`src/rtl/calc_op_sequencer_if.sv`:
```
// Command, response and adder-drive channels of the calculator op sequencer.
// The slave side is the sequencer; the master side is the core and the adder.
interface calc_op_sequencer_if #(
   parameter int WIDTH     = 16,
   parameter int RES_WIDTH = 32
);
   logic                 cmd_valid;
   logic                 cmd_ready;
   logic [3:0]           cmd_op;
   logic [WIDTH-1:0]     cmd_p;
   logic [WIDTH-1:0]     cmd_q;

   logic                 rsp_valid;
   logic                 rsp_ready;
   logic [RES_WIDTH-1:0] rsp_result;
   logic                 rsp_carry;
   logic                 rsp_overflow;
   logic                 rsp_error;

   logic [WIDTH-1:0]     add_p;
   logic [WIDTH-1:0]     add_q;
   logic [3:0]           add_cmd;
   logic [RES_WIDTH-1:0] add_sum;
   logic                 add_c;
   logic                 add_o;

   modport master (
      output cmd_valid, cmd_op, cmd_p, cmd_q,
      input  cmd_ready,
      input  rsp_valid, rsp_result, rsp_carry,
      input  rsp_overflow, rsp_error,
      output rsp_ready,
      input  add_p, add_q, add_cmd,
      output add_sum, add_c, add_o
   );

   modport slave (
      input  cmd_valid, cmd_op, cmd_p, cmd_q,
      output cmd_ready,
      output rsp_valid, rsp_result, rsp_carry,
      output rsp_overflow, rsp_error,
      input  rsp_ready,
      output add_p, add_q, add_cmd,
      input  add_sum, add_c, add_o
   );
endinterface

```
`src/rtl/calc_op_sequencer.sv`:
```
// Sequences the shared adder-subtractor: one-pass ADD/SUB,
// 16-pass shift-and-add MUL, result returned on a valid/ready channel.
module calc_op_sequencer #(
   parameter int WIDTH     = 16,
   parameter int RES_WIDTH = 32
) (
   input  logic               clk,
   input  logic               rst_n,
   calc_op_sequencer_if.slave bus
);

   typedef enum logic [1:0] {
      IDLE,
      EXEC,
      MUL,
      RESP
   } state_t;

   localparam logic [3:0] OP_ADD = 4'd2;
   localparam logic [3:0] OP_SUB = 4'd3;
   localparam logic [3:0] OP_MUL = 4'd4;
   localparam logic [3:0] LAST   = 4'(WIDTH - 1);

   state_t           state;
   logic [3:0]       op_r;
   logic [WIDTH-1:0] p_r;
   logic [WIDTH-1:0] q_r;
   logic [WIDTH-1:0] hi;
   logic [WIDTH-1:0] lo;
   logic [3:0]       cnt;

   logic             is_as;
   logic             is_mul;
   logic [WIDTH-1:0] sum_w;
   logic [WIDTH-1:0] hi_nx;
   logic [WIDTH-1:0] lo_nx;
   logic             sum_unused;

   assign is_as  = (bus.cmd_op == OP_ADD) ||
                   (bus.cmd_op == OP_SUB);
   assign is_mul = (bus.cmd_op == OP_MUL);

   assign sum_w      = bus.add_sum[WIDTH-1:0];
   assign sum_unused = ^bus.add_sum[RES_WIDTH-1:WIDTH];

   // One shift-and-add step: {carry, sum, lo} shifted right by one.
   assign hi_nx = {bus.add_c, sum_w[WIDTH-1:1]};
   assign lo_nx = {sum_w[0], lo[WIDTH-1:1]};

   always_comb begin
      bus.add_p   = '0;
      bus.add_q   = '0;
      bus.add_cmd = '0;
      unique case (state)
         EXEC: begin
            bus.add_p   = p_r;
            bus.add_q   = q_r;
            bus.add_cmd = op_r;
         end
         MUL: begin
            bus.add_p   = hi;
            bus.add_q   = lo[0] ? p_r : '0;
            bus.add_cmd = OP_ADD;
         end
         default: ;
      endcase
   end

   always_ff @(posedge clk or negedge rst_n) begin
      if (!rst_n) begin
         state            <= IDLE;
         bus.cmd_ready    <= 1'b1;
         bus.rsp_valid    <= 1'b0;
         bus.rsp_result   <= '0;
         bus.rsp_carry    <= 1'b0;
         bus.rsp_overflow <= 1'b0;
         bus.rsp_error    <= 1'b0;
         op_r             <= '0;
         p_r              <= '0;
         q_r              <= '0;
         hi               <= '0;
         lo               <= '0;
         cnt              <= '0;
      end else begin
         unique case (state)
            IDLE: begin
               if (bus.cmd_valid) begin
                  op_r          <= bus.cmd_op;
                  p_r           <= bus.cmd_p;
                  q_r           <= bus.cmd_q;
                  bus.cmd_ready <= 1'b0;
                  unique case (1'b1)
                     is_as: begin
                        state <= EXEC;
                     end
                     is_mul: begin
                        state <= MUL;
                        hi    <= '0;
                        lo    <= bus.cmd_q;
                        cnt   <= '0;
                     end
                     default: begin
                        state            <= RESP;
                        bus.rsp_valid    <= 1'b1;
                        bus.rsp_result   <= '0;
                        bus.rsp_carry    <= 1'b0;
                        bus.rsp_overflow <= 1'b0;
                        bus.rsp_error    <= 1'b1;
                     end
                  endcase
               end
            end
            EXEC: begin
               state            <= RESP;
               bus.rsp_valid    <= 1'b1;
               bus.rsp_result   <= {{(RES_WIDTH-WIDTH){1'b0}}, sum_w};
               bus.rsp_carry    <= bus.add_c;
               bus.rsp_overflow <= bus.add_o;
               bus.rsp_error    <= 1'b0;
            end
            MUL: begin
               hi  <= hi_nx;
               lo  <= lo_nx;
               cnt <= cnt + 4'd1;
               if (cnt == LAST) begin
                  state            <= RESP;
                  bus.rsp_valid    <= 1'b1;
                  bus.rsp_result   <= {hi_nx, lo_nx};
                  bus.rsp_carry    <= 1'b0;
                  bus.rsp_overflow <= |hi_nx;
                  bus.rsp_error    <= 1'b0;
               end
            end
            RESP: begin
               if (bus.rsp_ready) begin
                  state         <= IDLE;
                  bus.rsp_valid <= 1'b0;
                  bus.cmd_ready <= 1'b1;
               end
            end
            default: state <= IDLE;
         endcase
      end
   end

endmodule

```
`src/flat_wrapper.sv`:
```
// flat-port wrapper written by rule: the top's interface ports become plain ports
module calc_op_sequencer_flat 
#(
   parameter int WIDTH     = 16,
   parameter int RES_WIDTH = 32
)
  (clk, rst_n, bus_cmd_valid, bus_cmd_op, bus_cmd_p, bus_cmd_q, bus_cmd_ready, bus_rsp_valid, bus_rsp_result, bus_rsp_carry, bus_rsp_overflow, bus_rsp_error, bus_rsp_ready, bus_add_p, bus_add_q, bus_add_cmd, bus_add_sum, bus_add_c, bus_add_o);
  calc_op_sequencer_if #(.WIDTH(WIDTH), .RES_WIDTH(RES_WIDTH)) bus_i ();
  input  logic clk;
  input  logic rst_n;
  input wire logic [$bits(bus_i.cmd_valid)-1:0] bus_cmd_valid;
  input wire logic [$bits(bus_i.cmd_op)-1:0] bus_cmd_op;
  input wire logic [$bits(bus_i.cmd_p)-1:0] bus_cmd_p;
  input wire logic [$bits(bus_i.cmd_q)-1:0] bus_cmd_q;
  output wire logic [$bits(bus_i.cmd_ready)-1:0] bus_cmd_ready;
  output wire logic [$bits(bus_i.rsp_valid)-1:0] bus_rsp_valid;
  output wire logic [$bits(bus_i.rsp_result)-1:0] bus_rsp_result;
  output wire logic [$bits(bus_i.rsp_carry)-1:0] bus_rsp_carry;
  output wire logic [$bits(bus_i.rsp_overflow)-1:0] bus_rsp_overflow;
  output wire logic [$bits(bus_i.rsp_error)-1:0] bus_rsp_error;
  input wire logic [$bits(bus_i.rsp_ready)-1:0] bus_rsp_ready;
  output wire logic [$bits(bus_i.add_p)-1:0] bus_add_p;
  output wire logic [$bits(bus_i.add_q)-1:0] bus_add_q;
  output wire logic [$bits(bus_i.add_cmd)-1:0] bus_add_cmd;
  input wire logic [$bits(bus_i.add_sum)-1:0] bus_add_sum;
  input wire logic [$bits(bus_i.add_c)-1:0] bus_add_c;
  input wire logic [$bits(bus_i.add_o)-1:0] bus_add_o;
  assign bus_i.cmd_valid = bus_cmd_valid;
  assign bus_i.cmd_op = bus_cmd_op;
  assign bus_i.cmd_p = bus_cmd_p;
  assign bus_i.cmd_q = bus_cmd_q;
  assign bus_cmd_ready = bus_i.cmd_ready;
  assign bus_rsp_valid = bus_i.rsp_valid;
  assign bus_rsp_result = bus_i.rsp_result;
  assign bus_rsp_carry = bus_i.rsp_carry;
  assign bus_rsp_overflow = bus_i.rsp_overflow;
  assign bus_rsp_error = bus_i.rsp_error;
  assign bus_i.rsp_ready = bus_rsp_ready;
  assign bus_add_p = bus_i.add_p;
  assign bus_add_q = bus_i.add_q;
  assign bus_add_cmd = bus_i.add_cmd;
  assign bus_i.add_sum = bus_add_sum;
  assign bus_i.add_c = bus_add_c;
  assign bus_i.add_o = bus_add_o;
  calc_op_sequencer #(.WIDTH(WIDTH), .RES_WIDTH(RES_WIDTH)) u_core (.clk(clk), .rst_n(rst_n), .bus(bus_i));
endmodule
```
`config.mk`:
```
export PLATFORM = sky130hd
export DESIGN_NAME = calc_op_sequencer_flat
export DESIGN_NICKNAME = d
export VERILOG_FILES = /design/src/rtl/calc_op_sequencer_if.sv /design/src/rtl/calc_op_sequencer.sv /design/src/flat_wrapper.sv
export SDC_FILE = /design/constraint.sdc
export NUM_CORES = 1
export LEC_CHECK = 0
export CAP_MARGIN = 15
export CORE_ASPECT_RATIO = 0.7
export CORE_MARGIN = 10
export CORE_UTILIZATION = 48
export CTS_BUF_LIST = sky130_fd_sc_hd__clkbuf_16
export DETAILED_ROUTE_END_ITERATION = 6
export GPL_TIMING_DRIVEN = 0
export PLACE_DENSITY_LB_ADDON = 0.3
export SYNTH_ARGS = -nofsm -noshare
export SYNTH_HDL_FRONTEND = slang
export SYNTH_SLANG_ARGS = --single-unit
```
`constraint.sdc`:
```
create_clock -name clk -period 2.7 [get_ports clk]
set_input_delay 0.27 -clock clk [delete_from_list [all_inputs] [get_ports clk]]
set_output_delay 0.27 -clock clk [all_outputs]
set_load 0.01 [all_outputs]
```
==> run summary <==
crit path buf inv count: 4
placed cells: 693
Seq pwr share: 0.338
GRT Total Usage: 0.212
fin crit share: 0.989
mapped cell area: 0.00518 sq mm
status: completed
R2R Setup Slk: 0.42 ns
post-layout util: 0.681
antenna violations before repair: 0
1st-pass router iterations: 7
final net count: 653
number of synthesized flops with an enable pin: 0
switching power share of the total: 0.383
worst r2r src: u_core.state[1]
iteration-0 DRC count of the detailed router: 283
Area Overhead vs Synth: 37.1%
final instance area: 0.00711 sq mm
Root Buffer: clkbuf_16
total negative setup slack: 0 ns
Synth Flop Type: dfrtp_1
Clock power frac: 0.143
slowest cell delay on critical path: 0.53 ns
Peak Freq: 375 MHz
Total Wirelength: 16400 um
sequential-to-total area share from yosys stat: 0.536
fillcell total: 766
antenna-violating nets left: 0
CP delay by family, top: buffers and inverters
gpl congestion: 0.931
CP Launch Type: flop
Top Ports: 147
CP Max Fanout: 10
Die W: 144 um
Pint: 5.40 mW
vias in the first global route: 4381
FF+latch count, synth: 111
Synth async-reset ratio: 1.00
Worst Hold Class: in2async
CP max stage cell: clkdlybuf4s50_1
CTS clk-pin slew, worst paths: 0.07 ns
hold slack: 0.443 ns
Yosys cell types: 37
global route overflow: 0
DP Worst Slack: -0.346 ns
# Max-Cap Violations: 0
clk_lat worst skew: 0.35 ns
FF-to-FF path depth: 8
layout cells sized above 1: 0.187
H-tree levels: 3
total CTS buffers: 9
# diodes: 0
# DRC: 0
initial core utilization: 0.497
critical path arrival: 2.40 ns
Total Power: 8.76 mW
worst path cell trace: inv_1, ha_4, and2_4, buf_6, buf_8, a22o_1, clkdlybuf4s50_1
Cells after Synth: 430
Syn Nets: 509
Power Density: 1230 mW/mm^2
first-pass GRT wire length: 25100 um
Yosys warnings: 0
Final HPWL DP: 12300 um
clock sink count: 111
core area: 0.0104 sq mm
Hold Vio Cnt, Final: 0
r2r endpoint: u_core.hi[8]
fin crit period: 2.67 ns
nature of the critical path endpoint: output port
Worst slew margin: 0.508
Static Leak: 3.47 nW
CTS tree: built
die area: 0.0154 sq mm
part of the power in combinational logic: 0.520
Critical Path RT: 2.43 ns
Syn Area/Cell: 12.1 sq um
# rows: 31
largest net degree at the start of global routing: 72
final setup margin: 0.0305 ns
routed vias: 4151
Max Buffers Root-to-Sink: 2
Sw Pwr: 3.36 mW
Post-DP Area: 0.00668 sq mm
DR WL/cell: 23.1 um
Final setup viols: 0
port bufs: 130
Slew @ Worst Pin: 0.738 ns
Fin Clk Skew: 0.00525 ns
Final Max Tran Viols: 0
via/cell ratio: 5.84
fin cells: 711
Die H: 107 um
worst ir drop on vdd: 0.622 mV
WS Path Type: reg2out
power by group through the flow:
stage	Combinational (mW)	Sequential (mW)	Clock, mW
after CTS	4.54	2.93	1.27
after global placement	4.28	2.91	0
final	4.55	2.96	1.25
after floorplan	2.53	2.90	0
after global routing	4.90	3.04	1.32
after detailed placement	4.38	2.95	0
worst max-delay path by stage:
stage | slack [ns] | cells after the start | startpoint | to
global placement | -2.83 | 1 | rst_n | u_core.bus.rsp_error
detailed placement | -0.35 | 7 | u_core.state[1] | bus_add_q[11]
global route | -0.04 | 7 | u_core.state[1] | bus_add_q[10]
CTS | -0.004 | 7 | u_core.state[1] | bus_add_q[11]
floorplan | 0.74 | 6 | u_core.state[0] | bus_add_p[0]
finish | 0.03 | 7 | u_core.state[1] | bus_add_q[8]
placed cells by master (no fill, tap or decap), types with 3 or more instances in the layout:
| master | Yosys | routed |
|---|---|---|
| mux2_2 | 46 | 46 |
| mux2_1 | 6 | 6 |
| clkbuf_16 | 0 | 9 |
| nand2_1 | 49 | 49 |
| clkbuf_1 | 10 | 7 |
| mux2_4 | 10 | 10 |
| buf_6 | 3 | 7 |
| and2_1 | 6 | 5 |
| and3_1 | 4 | 3 |
| buf_4 | 0 | 5 |
| a22o_1 | 48 | 48 |
| nand3_1 | 6 | 6 |
| inv_1 | 17 | 16 |
| clkinvlp_4 | 0 | 4 |
| ha_1 | 5 | 3 |
| buf_2 | 13 | 9 |
| a21oi_1 | 5 | 5 |
| clkdlybuf4s50_1 | 0 | 104 |
| dlymetal6s2s_1 | 0 | 18 |
| nor4_1 | 4 | 4 |
| dfrtp_1 | 110 | 110 |
| dlygate4sd2_1 | 0 | 7 |
| o21ai_0 | 33 | 33 |
| mux2i_1 | 28 | 28 |
state kept, by name, indices dropped and copies added, names as in the netlist:
register,flops
u_core.state,2
u_core.bus.rsp_carry,1
u_core.bus.rsp_valid,1
u_core.p_r,16
u_core.bus.rsp_overflow,1
u_core.q_r,16
u_core.lo,16
u_core.bus.rsp_error,1
u_core.bus.rsp_result,32
u_core.cnt,4
u_core.bus.cmd_ready,1
u_core.hi,16
u_core.op_r,4
synth_stat cells (10+ instances only):
| cell | count | area [sq um] |
|---|---|---|
| dfrtp_1 | 110 | 2750 |
| nand2_1 | 49 | 184 |
| a22o_1 | 48 | 420 |
| mux2_2 | 46 | 518 |
| o21ai_0 | 33 | 165 |
| mux2i_1 | 28 | 280 |
| inv_1 | 17 | 63.8 |
| buf_2 | 13 | 65.1 |
| clkbuf_1 | 10 | 37.5 |
| mux2_4 | 10 | 150 |
per-layer routing:
| layer | global-route usage | share of wire | up-vias |
|---|---|---|---|
| met5 | 0 | 0 | - |
| met2 | 0.306 | 0.43 | 197 |
| met1 | 0.287 | 0.43 | 2102 |
| li1 | - | - | 1832 |
| met3 | 0.0895 | 0.12 | 20 |
| met4 | 0.0547 | 0.015 | 0 |
what timing repair did:
item	in CTS	in global routing
hold buffers	1	0
pin swaps	0	1
hold endpoints to repair	40	0
resized for setup	35	22
setup endpoints to repair	33	23
setup buffers	1	2
kinds of logic after synthesis:
logic type               after synthesis  share of synthesized area
multiplexers                          90                      0.196
AND/OR/NAND/NOR                       83                     0.0782
adder cells (fa/ha/maj)                5                     0.0121
buffers and inverters                 47                     0.0415
AO/OA/AOI/OAI                         94                      0.136
flip-flops                           111                      0.536
area by class of cell:
type,count,area [sq um],area share
Sequential cell,111,2780,0.391
Multi-Input combinational cell,272,2220,0.313
Timing Repair Buffer,135,1400,0.196
Clock buffer,9,225,0.0317
Buffer,28,205,0.0289
Tap cell,132,165,0.0232
Inverter,17,63.8,0.00898
Clock inverter,7,47.5,0.00669
Power figures use the tool's default switching activity.
==> variant 1, RTL diff (same flow settings) <==
Re-encode `state_t` (4 states) as one-hot, 4 bits wide.
--- a/src/rtl/calc_op_sequencer.sv
+++ b/src/rtl/calc_op_sequencer.sv
@@ -9,11 +9,11 @@
    calc_op_sequencer_if.slave bus
 );
 
-   typedef enum logic [1:0] {
-      IDLE,
-      EXEC,
-      MUL,
-      RESP
+   typedef enum logic [3:0] {
+      IDLE = 4'b0001,
+      EXEC = 4'b0010,
+      MUL  = 4'b0100,
+      RESP = 4'b1000
    } state_t;
 
    localparam logic [3:0] OP_ADD = 4'd2;
Function: same outputs for any inputs over 10 cycles, from zero or initial values and one cycle with rst_n low; not proved beyond that.
==> variant 1 against the original RTL <==
Final area grew 3.8%. Utilization increased by 3.1 points. Sequential cell count rose by 2. Worst setup slack gained 0.034 ns. Global-route usage grew 0.49 points. Routed wire length up 0.12%. First-iteration DRC count up 23%. Area after synthesis decreased by 1.5%. Critical endpoint is now bus_add_q[1]. Largest cell class unchanged.
Power is not compared: it rests on default switching activity, and its combinational part moved more than twofold at a synthesized area within 25%.
==> variant 1: results (changes against the original RTL) <==
Status: finished clean
# fillers: 732 (-4.4%)
Worst Hold Class: reg2reg
Slew margin rel.: 0.4751 (-0.03286)
Crit path to: bus_add_q[1]
Post-synth top cells: dfrtp_1, nand2_1, a22o_1
Share of cells above drive strength 1: 0.2017 (+0.01515)
Arrival time at the worst endpoint: 2.37 ns (-0.03 ns)
Highest clock rate: 379.5 MHz (+1.3%)
Worst clock skew: 0.006505 ns (+0.001254 ns)
Post-detailed-route wirelength per cell: 22.58 µm (-2.1%)
Dpl cells: 692 (-0.14%)
CP startpoint: u_core.state[3]$_DFFE_PN0P_
GR Layer Usage met3: 0.08893 (-0.0005778)
Met3 WL: 1720 µm (-12%)
CTS buffer count: 17 (+8)
H-Tree Depth: 4 (+1)
Critical R2R Launch: u_core.state[0]$_DFFE_PN1P_
CTS clk-pin slew, worst paths: 0.05 ns (-0.02 ns)
Seq/Total Area, Yosys: 0.5541 (+0.01806)
Setup slack, reg-to-reg: 0.24 ns (-0.18 ns)
Avg Inst Size Synth: 11.91 µm² (-1.2%)
GP Congestion: 0.9200 (-1.2%)
Ranking of synthesized cells by area: dfrtp_1, mux2_2, a22o_1
Post-synth net total: 504 (-0.98%)
Final nets: 657 (+0.61%)
Count of cell types in the netlist: 40 (+8.1%)
First-pass GRT wire length: 25380 µm (+1.1%)
Vias in the first global route: 4369 (-0.27%)
Worst-skew pair later-pin latency: 0.41 ns (+0.06 ns)
==> variant 1: per-stage QoR <==
| stage | TNS [ns] | hold slack (ns) | utilization | instance area [µm²] |
|---|---|---|---|---|
| 2_1_floorplan | 0 | -0.02559 | - | 5107 |
| 3_3_place_gp | -322.12 | 0.4495 | 0.6348 | 6574 |
| 3_5_place_dp | -4.575 | 0.3982 | 0.6372 | 6599 |
| 4_1_cts | 0 | 0.4624 | 0.7065 | 7317 |
| 5_1_grt | 0 | 0.4878 | 0.7123 | 7377 |
| 6_report | 0 | 0.4629 | 0.7123 | 7377 |
==> variant 1: timing repair <==
item / CTS / global route
setup endpoints to repair: 36 / 26
gates cloned: 0 / 0
hold endpoints to repair: 57 / 0
gates resized for setup: 24 / 18
buffers inserted: 3 / 2
hold buffers: 1 / 0
pin swaps: 1 / 1
==> variant 1: final cells by class <==
class                      count  area, µm²  share of cell area
buffer                        26      168.9             0.02290
clock buffer                  17      425.4             0.05767
clock inverter                15      200.2             0.02714
inverter                      18      67.56            0.009159
multi-input combinational    269       2110              0.2860
sequential                   113       2834              0.3842
tap                          132      165.2             0.02239
timing repair buffer         137       1406              0.1906
==> variant 1: cells by family (layout without fill, tap and decap cells) <==
logic type	after synthesis	in the layout	share of synthesized area
fa+ha+maj	1	1	0.002449
simple gates	112	112	0.1039
xor+xnor	1	1	0.001715
flops	113	113	0.5541
buf+inv	47	213	0.03920
compound gates	85	85	0.1374
mux	70	70	0.1612
==> variant 1: power groups by stage <==
stage	Sequential [µW]	Clock, µW	Combinational (µW)
4_1_cts	2670	2410	1600
3_5_place_dp	2670	0	1570
5_1_grt	2750	2490	1730
6_report	2700	2390	1600
2_1_floorplan	2530	0	1070
3_3_place_gp	2640	0	1510
==> variant 2, RTL diff (same settings) <==
Made on the original files. Make the reset (`rst_n`) synchronous in one clocked block.
--- a/src/rtl/calc_op_sequencer.sv
+++ b/src/rtl/calc_op_sequencer.sv
@@ -66,7 +66,7 @@
       endcase
    end
 
-   always_ff @(posedge clk or negedge rst_n) begin
+   always_ff @(posedge clk) begin
       if (!rst_n) begin
          state            <= IDLE;
          bus.cmd_ready    <= 1'b1;
Function: differs if rst_n is asserted again (counterexample within 4 cycles, from zero or initial values and one cycle with rst_n low); with rst_n held inactive, the same outputs for 10 cycles.
==> variant 2 against the original RTL <==
Final area shrank 0.42%. Worst setup slack improved by 0.031 ns. Sequential cell count did not move. Total power down 26%. Critical path depth down 2. The run now ends with DRC left. Routed wire length up 17%. Area after synthesis is 1.5% higher. Via count increased by 33%.
==> variant 2: results (changes against the original RTL) <==
Status: finished, violations left
Violated checks: DRC
Initial DRC Count: 590 (+110%)
CP startpoint: u_core.state[1]$_SDFFE_PN0P_
Seq/Total Area, Yosys: 0.4222 (-0.1139)
Vias: 5506 (+33%)
Clk pwr: 1380 µW (+10%)
Worst clock skew: 0.007286 ns (+0.002035 ns)
Post-synth top cells: dfxtp_1, nand2_1, a21oi_1
Post-detailed-route wirelength per cell: 20.71 µm (-10%)
Worst Hold Class: in2reg
Slew @ Worst Pin: 0.7318 ns (-0.006185 ns)
Compound-Gate Fraction of Synth Area: 0.2541 (+0.1180)
Synth Area in XOR/XNOR: 0.001664 (+0.001664)
Count of cell types in the netlist: 45 (+22%)
Avg Inst Size Synth: 8.329 µm² (-31%)
Final nets: 849 (+30%)
Largest net degree at the start of global routing: 20 (-72%)
Metal-1 WL: 8321 µm (+17%)
DP Worst Slack: 0.1277 ns (+0.4738 ns)
Setup slack, reg-to-reg: 0.53 ns (+0.11 ns)
First-pass GRT wire length: 29810 µm (+19%)
# fillers: 896 (+17%)
GR Layer Usage met3: 0.07812 (-0.01139)
DRC viols: 3 (+3)
Postcts setup bufs: 0 (-1)
Ys async rst share: 0 (-1.000)
Final period util: 0.9772 (-0.01150)
Dpl cells: 910 (+31%)
[variant 2: final timing paths]
kind | end | depth (start not counted)
max | bus_add_q[15] | 5
min | u_core.p_r[14]$_SDFFE_PN0P_ | 3
max reg2reg | u_core.bus.rsp_result[24]$_SDFFE_PN0P_ | 8
min reg2reg | u_core.bus.rsp_valid$_SDFFE_PN0P_ | 2
[variant 2: cell type report]
| type | count | area, µm² | area share |
|---|---|---|---|
| Tap cell | 148 | 185.2 | 0.02617 |
| Buffer | 58 | 334.1 | 0.04721 |
| Inverter | 9 | 33.78 | 0.004775 |
| Sequential cell | 111 | 2222 | 0.3141 |
| Clock buffer | 9 | 225.2 | 0.03183 |
| Clock inverter | 7 | 76.32 | 0.01079 |
| Multi-Input combinational cell | 451 | 2685 | 0.3795 |
| Timing Repair Buffer | 130 | 1314 | 0.1857 |
[variant 2: cell families after synthesis]
kind of cell / count (synthesis)
flip-flops: 111
adder cells (fa/ha/maj): 5
AND/OR/NAND/NOR: 220
buffers and inverters: 70
AO/OA/AOI/OAI: 207
multiplexers: 18
XOR/XNOR: 1
[variant 2: repair_timing]
| action | CTS | global route |
|---|---|---|
| hold buffers | 0 | 0 |
| endpoints found under the setup margin | 36 | 27 |
| resized for setup | 9 | 15 |
| cloned | 0 | 0 |
| hold endpoints to repair | 0 | 0 |
[variant 2: per-stage QoR]
stage | utilization | area, µm² | hold WS [ns] | total power (µW)
CTS | 0.6715 | 7058 | 0.4480 | 6371
floorplan | - | 5264 | 0.3462 | 4013
global placement | 0.6422 | 6750 | 0.4372 | 4907
finish | 0.6731 | 7076 | 0.4483 | 6462
detailed placement | 0.6422 | 6750 | 0.4488 | 4996
global route | 0.6731 | 7076 | 0.4728 | 6781
